**config.mk**
```make
export PLATFORM = sky130hd
export DESIGN_NAME = wb_stream_reader
export DESIGN_NICKNAME = d
export VERILOG_FILES = /design/src/rtl/wb_stream_pkg.sv /design/src/rtl/sync_fifo.sv /design/src/rtl/wb_stream_reader.sv
export SDC_FILE = /design/constraint.sdc
export NUM_CORES = 1
export LEC_CHECK = 0
export BUFFER_PORTS_ARGS = -buffer_cell sky130_fd_sc_hd__buf_4
export CAP_MARGIN = 10
export CORE_MARGIN = 1
export CORE_UTILIZATION = 40
export CTS_CLUSTER_SIZE = 30
export DETAILED_ROUTE_END_ITERATION = 10
export MAX_ROUTING_LAYER = met4
export SLEW_MARGIN = 10
export SYNTH_ARGS = -nofsm -noshare
export SYNTH_HDL_FRONTEND = slang
export SYNTH_SLANG_ARGS = --single-unit
```
**constraint.sdc**
```tcl
create_clock -name clk -period 4.15 [get_ports clk]
set_input_delay 0.415 -clock clk [delete_from_list [all_inputs] [get_ports clk]]
set_output_delay 0.415 -clock clk [all_outputs]
set_load 0.02 [all_outputs]
```
**src/rtl/wb_stream_pkg.sv**
```systemverilog
// Shared types and constants for the Wishbone streaming readers.
package wb_stream_pkg;

    typedef enum logic [1:0] {
        StIdle,
        StReq,
        StPause
    } rd_state_t;

    localparam logic [3:0]  WB_SEL_ALL    = 4'hF;
    localparam int unsigned WB_WORD_BYTES = 4;

endpackage

```
**src/rtl/sync_fifo.sv**
```systemverilog
// Single-clock show-ahead FIFO with flush; push and pop may coincide at any level.
module sync_fifo #(
    parameter int unsigned WIDTH = 32,
    parameter int unsigned DEPTH = 16,
    localparam int unsigned AW   = $clog2(DEPTH),
    localparam int unsigned LW   = AW + 1
) (
    input  logic             clk,
    input  logic             rst,
    input  logic             push,
    input  logic             pop,
    input  logic             flush,
    input  logic [WIDTH-1:0] din,
    output logic [WIDTH-1:0] dout,
    output logic             empty,
    output logic             full,
    output logic [LW-1:0]    level
);

    logic [WIDTH-1:0] mem_q [DEPTH];
    logic [AW-1:0]    wr_ptr_q, wr_ptr_d;
    logic [AW-1:0]    rd_ptr_q, rd_ptr_d;
    logic [LW-1:0]    cnt_q, cnt_d;
    logic             push_ok, pop_ok;

    always_comb begin
        pop_ok   = pop && (cnt_q != '0);
        // A pop in the same cycle frees the slot a push into a full FIFO needs.
        push_ok  = push && ((cnt_q != LW'(DEPTH)) || pop_ok);
        wr_ptr_d = wr_ptr_q;
        rd_ptr_d = rd_ptr_q;
        cnt_d    = cnt_q;
        if (flush) begin
            wr_ptr_d = '0;
            rd_ptr_d = '0;
            cnt_d    = '0;
        end else begin
            if (push_ok) wr_ptr_d = wr_ptr_q + AW'(1);
            if (pop_ok)  rd_ptr_d = rd_ptr_q + AW'(1);
            cnt_d = cnt_q + LW'(push_ok) - LW'(pop_ok);
        end
    end

    always_ff @(posedge clk) begin
        if (rst) begin
            wr_ptr_q <= '0;
            rd_ptr_q <= '0;
            cnt_q    <= '0;
        end else begin
            wr_ptr_q <= wr_ptr_d;
            rd_ptr_q <= rd_ptr_d;
            cnt_q    <= cnt_d;
        end
    end

    always_ff @(posedge clk) begin
        if (push_ok && !flush) mem_q[wr_ptr_q] <= din;
    end

    assign dout  = mem_q[rd_ptr_q];
    assign empty = (cnt_q == '0);
    assign full  = (cnt_q == LW'(DEPTH));
    assign level = cnt_q;

endmodule

```
**src/rtl/wb_stream_reader.sv**
```systemverilog
// Wishbone classic read master streaming a linear block of words into a show-ahead FIFO.
module wb_stream_reader
    import wb_stream_pkg::*;
#(
    parameter int unsigned FIFO_DEPTH = 16,
    parameter int unsigned LEN_W      = 20,
    localparam int unsigned LVL_W     = $clog2(FIFO_DEPTH) + 1
) (
    input  logic             clk,
    input  logic             rst,
    output logic             wb_m_cyc,
    output logic             wb_m_stb,
    output logic             wb_m_we,
    output logic [3:0]       wb_m_sel,
    output logic [31:0]      wb_m_adr,
    output logic [31:0]      wb_m_dat_ms,
    input  logic [31:0]      wb_m_dat_sm,
    input  logic             wb_m_ack,
    input  logic             start,
    input  logic [31:0]      base_adr,
    input  logic [LEN_W-1:0] nb_words,
    input  logic             abort,
    output logic             busy,
    output logic             done,
    input  logic             rd_en,
    output logic [31:0]      rd_data,
    output logic             empty,
    output logic [LVL_W-1:0] level
);

    rd_state_t        state_q, state_d;
    logic             cyc_q, cyc_d;
    logic [31:0]      adr_q, adr_d;
    logic [LEN_W-1:0] remain_q, remain_d;
    logic             done_q, done_d;
    logic             push, flush, pop_eff;
    logic             fifo_full;

    assign pop_eff = rd_en && !empty;

    always_comb begin
        state_d  = state_q;
        cyc_d    = cyc_q;
        adr_d    = adr_q;
        remain_d = remain_q;
        done_d   = 1'b0;
        push     = 1'b0;
        flush    = 1'b0;
        if (abort) begin
            state_d = StIdle;
            cyc_d   = 1'b0;
            flush   = 1'b1;
            done_d  = (state_q != StIdle);
        end else begin
            unique case (state_q)
                StIdle: begin
                    if (start) begin
                        if (nb_words != '0) begin
                            adr_d    = base_adr & ~32'h3;
                            remain_d = nb_words;
                            cyc_d    = 1'b1;
                            state_d  = StReq;
                        end else begin
                            done_d = 1'b1;
                        end
                    end
                end
                StReq: begin
                    if (wb_m_ack) begin
                        push     = 1'b1;
                        adr_d    = adr_q + 32'(WB_WORD_BYTES);
                        remain_d = remain_q - LEN_W'(1);
                        if (remain_q == LEN_W'(1)) begin
                            cyc_d   = 1'b0;
                            done_d  = 1'b1;
                            state_d = StIdle;
                        end else if (level >= LVL_W'(FIFO_DEPTH - 1) && !pop_eff) begin
                            // This push fills the last slot: no room for the next word.
                            cyc_d   = 1'b0;
                            state_d = StPause;
                        end
                    end
                end
                StPause: begin
                    if (!fifo_full) begin
                        cyc_d   = 1'b1;
                        state_d = StReq;
                    end
                end
                default: state_d = StIdle;
            endcase
        end
    end

    always_ff @(posedge clk) begin
        if (rst) begin
            state_q  <= StIdle;
            cyc_q    <= 1'b0;
            adr_q    <= '0;
            remain_q <= '0;
            done_q   <= 1'b0;
        end else begin
            state_q  <= state_d;
            cyc_q    <= cyc_d;
            adr_q    <= adr_d;
            remain_q <= remain_d;
            done_q   <= done_d;
        end
    end

    sync_fifo #(
        .WIDTH (32),
        .DEPTH (FIFO_DEPTH)
    ) u_fifo (
        .clk   (clk),
        .rst   (rst),
        .push  (push),
        .pop   (rd_en),
        .flush (flush),
        .din   (wb_m_dat_sm),
        .dout  (rd_data),
        .empty (empty),
        .full  (fifo_full),
        .level (level)
    );

    assign wb_m_cyc    = cyc_q;
    assign wb_m_stb    = cyc_q;
    assign wb_m_we     = 1'b0;
    assign wb_m_sel    = WB_SEL_ALL;
    assign wb_m_adr    = adr_q;
    assign wb_m_dat_ms = '0;
    assign busy        = (state_q != StIdle);
    assign done        = done_q;

endmodule
```
==> qor.yml, run 1 <==
logic_synthesis:
  syn_avg_cell_area_um2: 17.9
  syn-instance-count: 1331
  netlist_area_um2: 23800
  synth-main-ff-cell: "edfxtp_1"
  synthDistinctLibCells: 65
  yosysSeqAreaShare_pct: 70.6
  synth-async-reset-ratio_pct: 0
  ys_ff_latch: 583
  synth_largest_area_cell: "edfxtp_1"
  synthTopCellsByArea: "edfxtp_1, mux4_2, dfxtp_1"
  yosysWarnings: 0
  synth_top_area_share_pct: 64.6
  synth_edf_count: 512
sta:
  holdWs_ns: 0.0489
  skew_ns: 0.0252
  tns_ns: 0
  rsz0062_at_grt: "no"
  max_freq_mhz: 297
  fin_crit_ns: 3.37
  slew_headroom_pct: 21.4
  hold_viol: 0
  min_period_over_period_pct: 81.2
  slew_viol_final: 0
  setup_viol: 0
  tightest_slew_ns: 1.18
  timing.final.ws_setup_ns: 0.781
worst_setup_path:
  startpoint_type: "flop"
  cp_data_arrival_time_ns: 2.95
  crit_end: "rd_data[4]"
  crit_path_end_kind: "output pin"
  r2r-start: "u_fifo.level[2]"
  r2r_cells: 8
  critPathMaxFanout: 38
  rrSetupSlack_ns: 1.10
  crit_type: "flop to output pin"
  regToRegEndpoint: "u_fifo.mem_q[4][26]"
  worstPathRequired_ns: 3.73
hold_path:
  worstHoldPathType: "primary input to flop"
placement:
  io_buffers: 159
  gp_congestion: 0.819
  hpwlAfterDp_mm: 30.9
  place_inst: 2221
  pre_cts_ws_ns: 1.02
  placed_cell_area_um2: 26000
clock_tree:
  htree_num_levels: 2
  cts-resized-gates: 0
  cts_buffers: 61
  worst_skew_pair.late_latency_ns: 0.64
  path_clk_slew_ns: 0.06
  cts_tree: "done"
  root_buffer: "clkbuf_16"
  clock-sinks: 583
  cts_hold_buf: 0
  post-cts-setup-buffers: 0
  cts.path.max_buffers: 3
power:
  totalPowerFinal_mw: 13.5
  p_sw_share_pct: 23.0
  power.density_nw_per_um2: 481
  cellLeakagePower_nw: 9.01
  share_comb_of_total_power_pct: 10.2
  p_int_mw: 10.4
  switchingPower_mw: 3.12
  vdd.ir_drop.worst_v: 0.000326
  clkPwrFrac_pct: 41.6
  power.share.sequential_pct: 48.2
layout:
  area_growth_pct: 18.3
  nets: 1619
  drive_gt1_share_pct: 31.2
  finalNonFillerCells: 2337
  design_area_um2: 28200
  final_util_pct: 47.8
detailed_routing:
  wl_mm: 53.4
  dr.pass1.iters: 5
  drt_iter0_drc: 753
  via_per_inst: 5.53
  num_vias: 12920
  wl_per_cell_um: 22.8
  antenna_left: 0
  drcViolationCount: 0
status:
  status: "completed"
flow_run:
  maxCapViolCount: 0
floorplan:
  pin_count: 201
  die_h_um: 246
  die_area_um2: 60500
  die_x_um: 246
  rows: 89
  initial_core_util_pct: 40.4
  core_um2: 58900
grt:
  grt_pass1_vias: 13201
  gr-total-overflow: 0
  gr-usage-all-layers_pct: 18.5
  grt_start_max_net_pins: 88
  grt_first_pass_wirelength_mm: 80.9
  antenna_found_initial: 1
-- flip-flops by register name, indices dropped and copies added (netlist names), named ones only --
register and cells:
wb_m_adr 30, state_q 2, u_fifo.wr_ptr_q 4, remain_q 20, u_fifo.mem_q 512, done 1, wb_m_cyc 1, u_fifo.level 5
u_fifo.rd_ptr_q 4
-- per-layer routing --
layer  up-vias  GRT usage [%]  share of wire, %
met4         0           4.97               2.1
li1       5723              -                 -
met1      6750           23.7                42
met3        81           2.79               5.2
met5         -              -                 0
met2       366           30.6                51
-- logic make-up (layout without fill, tap and decap cells) --
group / count (synthesis) / after routing / share of synthesized area, %
AO/OA/AOI/OAI: 184 / 184 / 5.00
flip-flops: 583 / 583 / 70.6
multiplexers: 164 / 164 / 15.3
AND/OR/NAND/NOR: 236 / 236 / 4.98
buffers and inverters: 135 / 330 / 2.80
other: 2 / 40 / 0.0316
adder cells (fa/ha/maj): 18 / 18 / 0.978
XOR/XNOR: 9 / 9 / 0.331
-- critical path, cell delays in order, from the launching register on --
cell	delay (ns)
dfxtp_4	0.65
buf_12	0.36
mux4_2	0.56
mux4_2	0.54
buf_4	0.19
-- power by group through the flow --
stage	clock network, mW	registers, mW	logic [mW]
2_1_floorplan	0	6.65	0.954
3_3_place_gp	0	6.65	1.40
3_5_place_dp	0	6.66	1.41
4_1_cts	5.77	6.53	1.41
5_1_grt	5.98	6.54	1.52
6_report	5.63	6.53	1.39
-- cells in the mapped netlist (all sizes together) (20+ instances only) --
cell type  count
nor2          61
dfxtp         71
nand3         20
clkbuf        52
nor3          22
buf           62
edfxtp       512
mux4         160
a21oi         58
inv           21
nand2         55
a211oi        20
o21ai         38
-- placed cells by master (no fill, tap or decap), types with 5 or more instances in the layout --
cell,Yosys,final
and2_1,7,7
edfxtp_1,512,512
clkbuf_1,52,6
nor2_1,61,49
dfxtp_1,71,67
o22ai_1,5,5
a21oi_1,58,58
buf_12,0,8
conb_1,2,39
o31ai_1,10,10
nand2_1,55,55
nor3_1,21,17
or4_1,6,6
nor2_4,0,12
mux4_2,160,160
bufinv_16,0,8
clkinv_1,0,12
nor4_1,15,14
clkbuf_8,0,5
and4_1,6,6
nand3_1,20,20
clkinv_2,0,13
buf_4,40,186
ha_1,17,17
o32ai_1,7,7
nand2b_1,12,11
a21o_1,6,6
inv_1,21,21
o21ai_0,37,37
xor2_1,5,5
nand4_1,13,13
a211oi_1,20,20
clkbuf_16,0,62
-- how the worst min path moves through the flow --
stage,startpoint,end,cells after the start
after floorplan,remain_q[12],remain_q[12],2
after global placement,remain_q[12],remain_q[12],2
after detailed placement,remain_q[12],remain_q[12],2
after CTS,base_adr[29],wb_m_adr[29],3
after global routing,base_adr[29],wb_m_adr[29],3
final,base_adr[29],wb_m_adr[29],3
-- cell type report --
| type | count | area (um2) |
|---|---|---|
| diodes | 1 | 2.50 |
| clock buffers | 73 | 1640 |
| clock inverters | 42 | 469 |
| fillers | 4902 | 30800 |
| inverters | 21 | 78.8 |
| multi-input cells | 650 | 6630 |
| flip-flops and latches | 583 | 16800 |
| well taps | 773 | 967 |
| repair buffers | 194 | 1560 |
Note: power is estimated with default switching activity, not from simulation.
==> run 2: changes to the inputs <==
--- a/config.mk
+++ b/config.mk
@@ -5,6 +5,7 @@
 export SDC_FILE = /design/constraint.sdc
 export NUM_CORES = 1
 export LEC_CHECK = 0
+export ABC_AREA = 1
 export BUFFER_PORTS_ARGS = -buffer_cell sky130_fd_sc_hd__buf_4
 export CAP_MARGIN = 10
 export CORE_MARGIN = 1
==> constraint.sdc (replaced) <==
create_clock -name clk -period 3.1 [get_ports clk]
set_input_delay 0.31 -clock clk [delete_from_list [all_inputs] [get_ports clk]]
set_output_delay 0.31 -clock clk [all_outputs]
set_load 0.02 [all_outputs]
==> qor.yml, run 2 <==
power:
  vdd.ir_drop.worst_v: 0.000426
  power.density_nw_per_um2: 622
  cellLeakagePower_nw: 10.6
floorplan:
  die_x_um: 255
  rows: 92
  core_um2: 63100
  pin_count: 201
  die_area_um2: 64900
  initial_core_util_pct: 40.5
  die_h_um: 255
worst_setup_path:
  crit_type: "flop to output pin"
  worstPathRequired_ns: 2.79
  startpoint_type: "flop"
  cpPeakStageDelay_ns: 0.56
  cp_data_arrival_time_ns: 2.57
  path_cells: "buf_12 -> mux2i_1 -> o21ai_0 -> o211ai_1 -> nand2_1 -> buf_4"
  critPathMaxFanout: 110
  crit_path_top_delay_cell: "dfxtp_4"
  crit_path_end_kind: "output pin"
detailed_routing:
  wl_per_cell_um: 18.9
  dr.pass1.iters: 5
  drcViolationCount: 0
  drt_iter0_drc: 1428
  wl_mm: 63.5
  antenna_left: 0
  num_vias: 17350
  via_per_inst: 5.17
clock_tree:
  cts_buffers: 61
  cts-resized-gates: 0
  root_buffer: "clkbuf_16"
  cts.path.max_buffers: 3
  cts_tree: "done"
  clock-sinks: 583
  path_clk_slew_ns: 0.06
  worst_skew_pair.late_latency_ns: 0.63
  htree_num_levels: 2
status:
  status: "completed"
layout:
  finalNonFillerCells: 3359
  final_common_cell: "edfxtp_1"
  drive_gt1_share_pct: 13.2
  top_register: "u_fifo.mem_q"
  nets: 2570
  largest_reg_flops: 512
  area_growth_pct: 18.1
  layout_common_cells: "edfxtp_1, nand2_1, inv_1, buf_4, o21ai_0"
logic_synthesis:
  synth_common_cells: "edfxtp_1, nand2_1, inv_1"
  synth-main-ff-cell: "edfxtp_1"
  synth.most_common_cell: "edfxtp_1"
  yosysWarnings: 0
  synth_top_area_share_pct: 60.2
  netlist_area_um2: 25500
  syn_avg_cell_area_um2: 11.3
  synthDistinctLibCells: 34
  syn-instance-count: 2268
  ys_ff_latch: 583
  synthTopCellsByArea: "edfxtp_1, dfxtp_1, mux2i_1"
  synth_edf_count: 512
  yosysSeqAreaShare_pct: 65.8
  synth-async-reset-ratio_pct: 0
  synth_largest_area_cell: "edfxtp_1"
grt:
  antenna_found_initial: 3
  gr-usage-all-layers_pct: 20.1
  grt_start_max_net_pins: 111
  grt_pass1_vias: 16711
  grt_first_pass_wirelength_mm: 96.4
  gr-total-overflow: 0
sta:
  slew_headroom_pct: 40.5
  max_freq_mhz: 347
  skew_ns: 0.0134
  hold_viol: 0
  setup_viol: 0
  slew_viol_final: 0
  holdWs_ns: 0.0415
  tightest_slew_ns: 0.891
  rsz0062_at_grt: "no"
  min_period_over_period_pct: 93.0
  fin_crit_ns: 2.88
placement:
  gp_congestion: 0.906
  hpwlAfterDp_mm: 36.5
  io_buffers: 159
  place_inst: 3211
hold_path:
  worstHoldPathType: "primary input to flop"
flow_run:
  maxCapViolCount: 0
[run 2: final timing paths]
check        slack (ns)              end  depth (start not counted)             from
max reg2reg        0.29  u_fifo.level[4]                         13  u_fifo.level[2]
min reg2reg        0.48         wb_m_cyc                          2         wb_m_cyc
max                0.22      rd_data[31]                          6             flop
min                0.04     wb_m_adr[11]                          5     base_adr[11]
[run 2: cell families (layout without fill, tap and decap cells)]
group | Yosys count | count (layout) | share of synthesized area, %
adder cells (fa/ha/maj) | 18 | 18 | 0.911
buffers and inverters | 380 | 585 | 6.56
XOR/XNOR | 5 | 5 | 0.171
multiplexers | 127 | 127 | 4.98
AO/OA/AOI/OAI | 518 | 518 | 11.5
flip-flops | 583 | 583 | 65.8
AND/OR/NAND/NOR | 635 | 635 | 10.1
other | 2 | 42 | 0.0294
[run 2: what timing repair did]
item / in CTS / in global routing
hold buffers: 34 / 0
hold endpoints to repair: 514 / 0
buffers inserted: 0 / 0
setup endpoints to repair: 0 / 0
[run 2: worst max-delay path: cells and delay by family, from the launching register on]
family	cells	cell delay, ns
AO/OA/AOI/OAI	2	0.32
flip-flops	1	0.56
AND/OR/NAND/NOR	1	0.11
multiplexers	1	0.24
buffers and inverters	2	0.63
[run 2: final cells by class]
class                           count  area, um2
Timing Repair Buffer              249       2090
Multi-Input combinational cell   1342       7330
Clock buffer                       76       1580
Tap cell                          846       1060
Fill cell                        5757      32900
Inverter                          225        850
Antenna cell                        3       7.51
Clock inverter                     35        429
Sequential cell                   583      16800
[run 2: per-layer routing]
metal	up-vias	global-route usage [%]	wire, um
met5	-	-	0
met4	0	5.08	1320
met3	103	3.28	3190
met2	440	32.1	30600
met1	8474	26.6	28400
li1	8333	-	-
[run 2: per-stage QoR]
| stage | setup TNS, ns | instance area (um2) | setup WS, ns | util (%) | total power, mW |
|---|---|---|---|---|---|
| after global placement | 0 | 27800 | 0.321 | 44.1 | 11.5 |
| after detailed placement | 0 | 27800 | 0.292 | 44.1 | 11.5 |
| after global routing | 0 | 30200 | 0.0169 | 47.8 | 19.5 |
| after CTS | 0 | 30200 | 0.153 | 47.8 | 18.9 |
| after floorplan | -52.09 | 25700 | -0.118 | - | 10.7 |
| final | 0 | 30200 | 0.217 | 47.8 | 18.8 |
[run 2: power by group]
part	internal (mW)	switching, mW
clock network	4.36	2.99
logic	1.02	1.60
registers	8.63	0.152
total	14.0	4.74
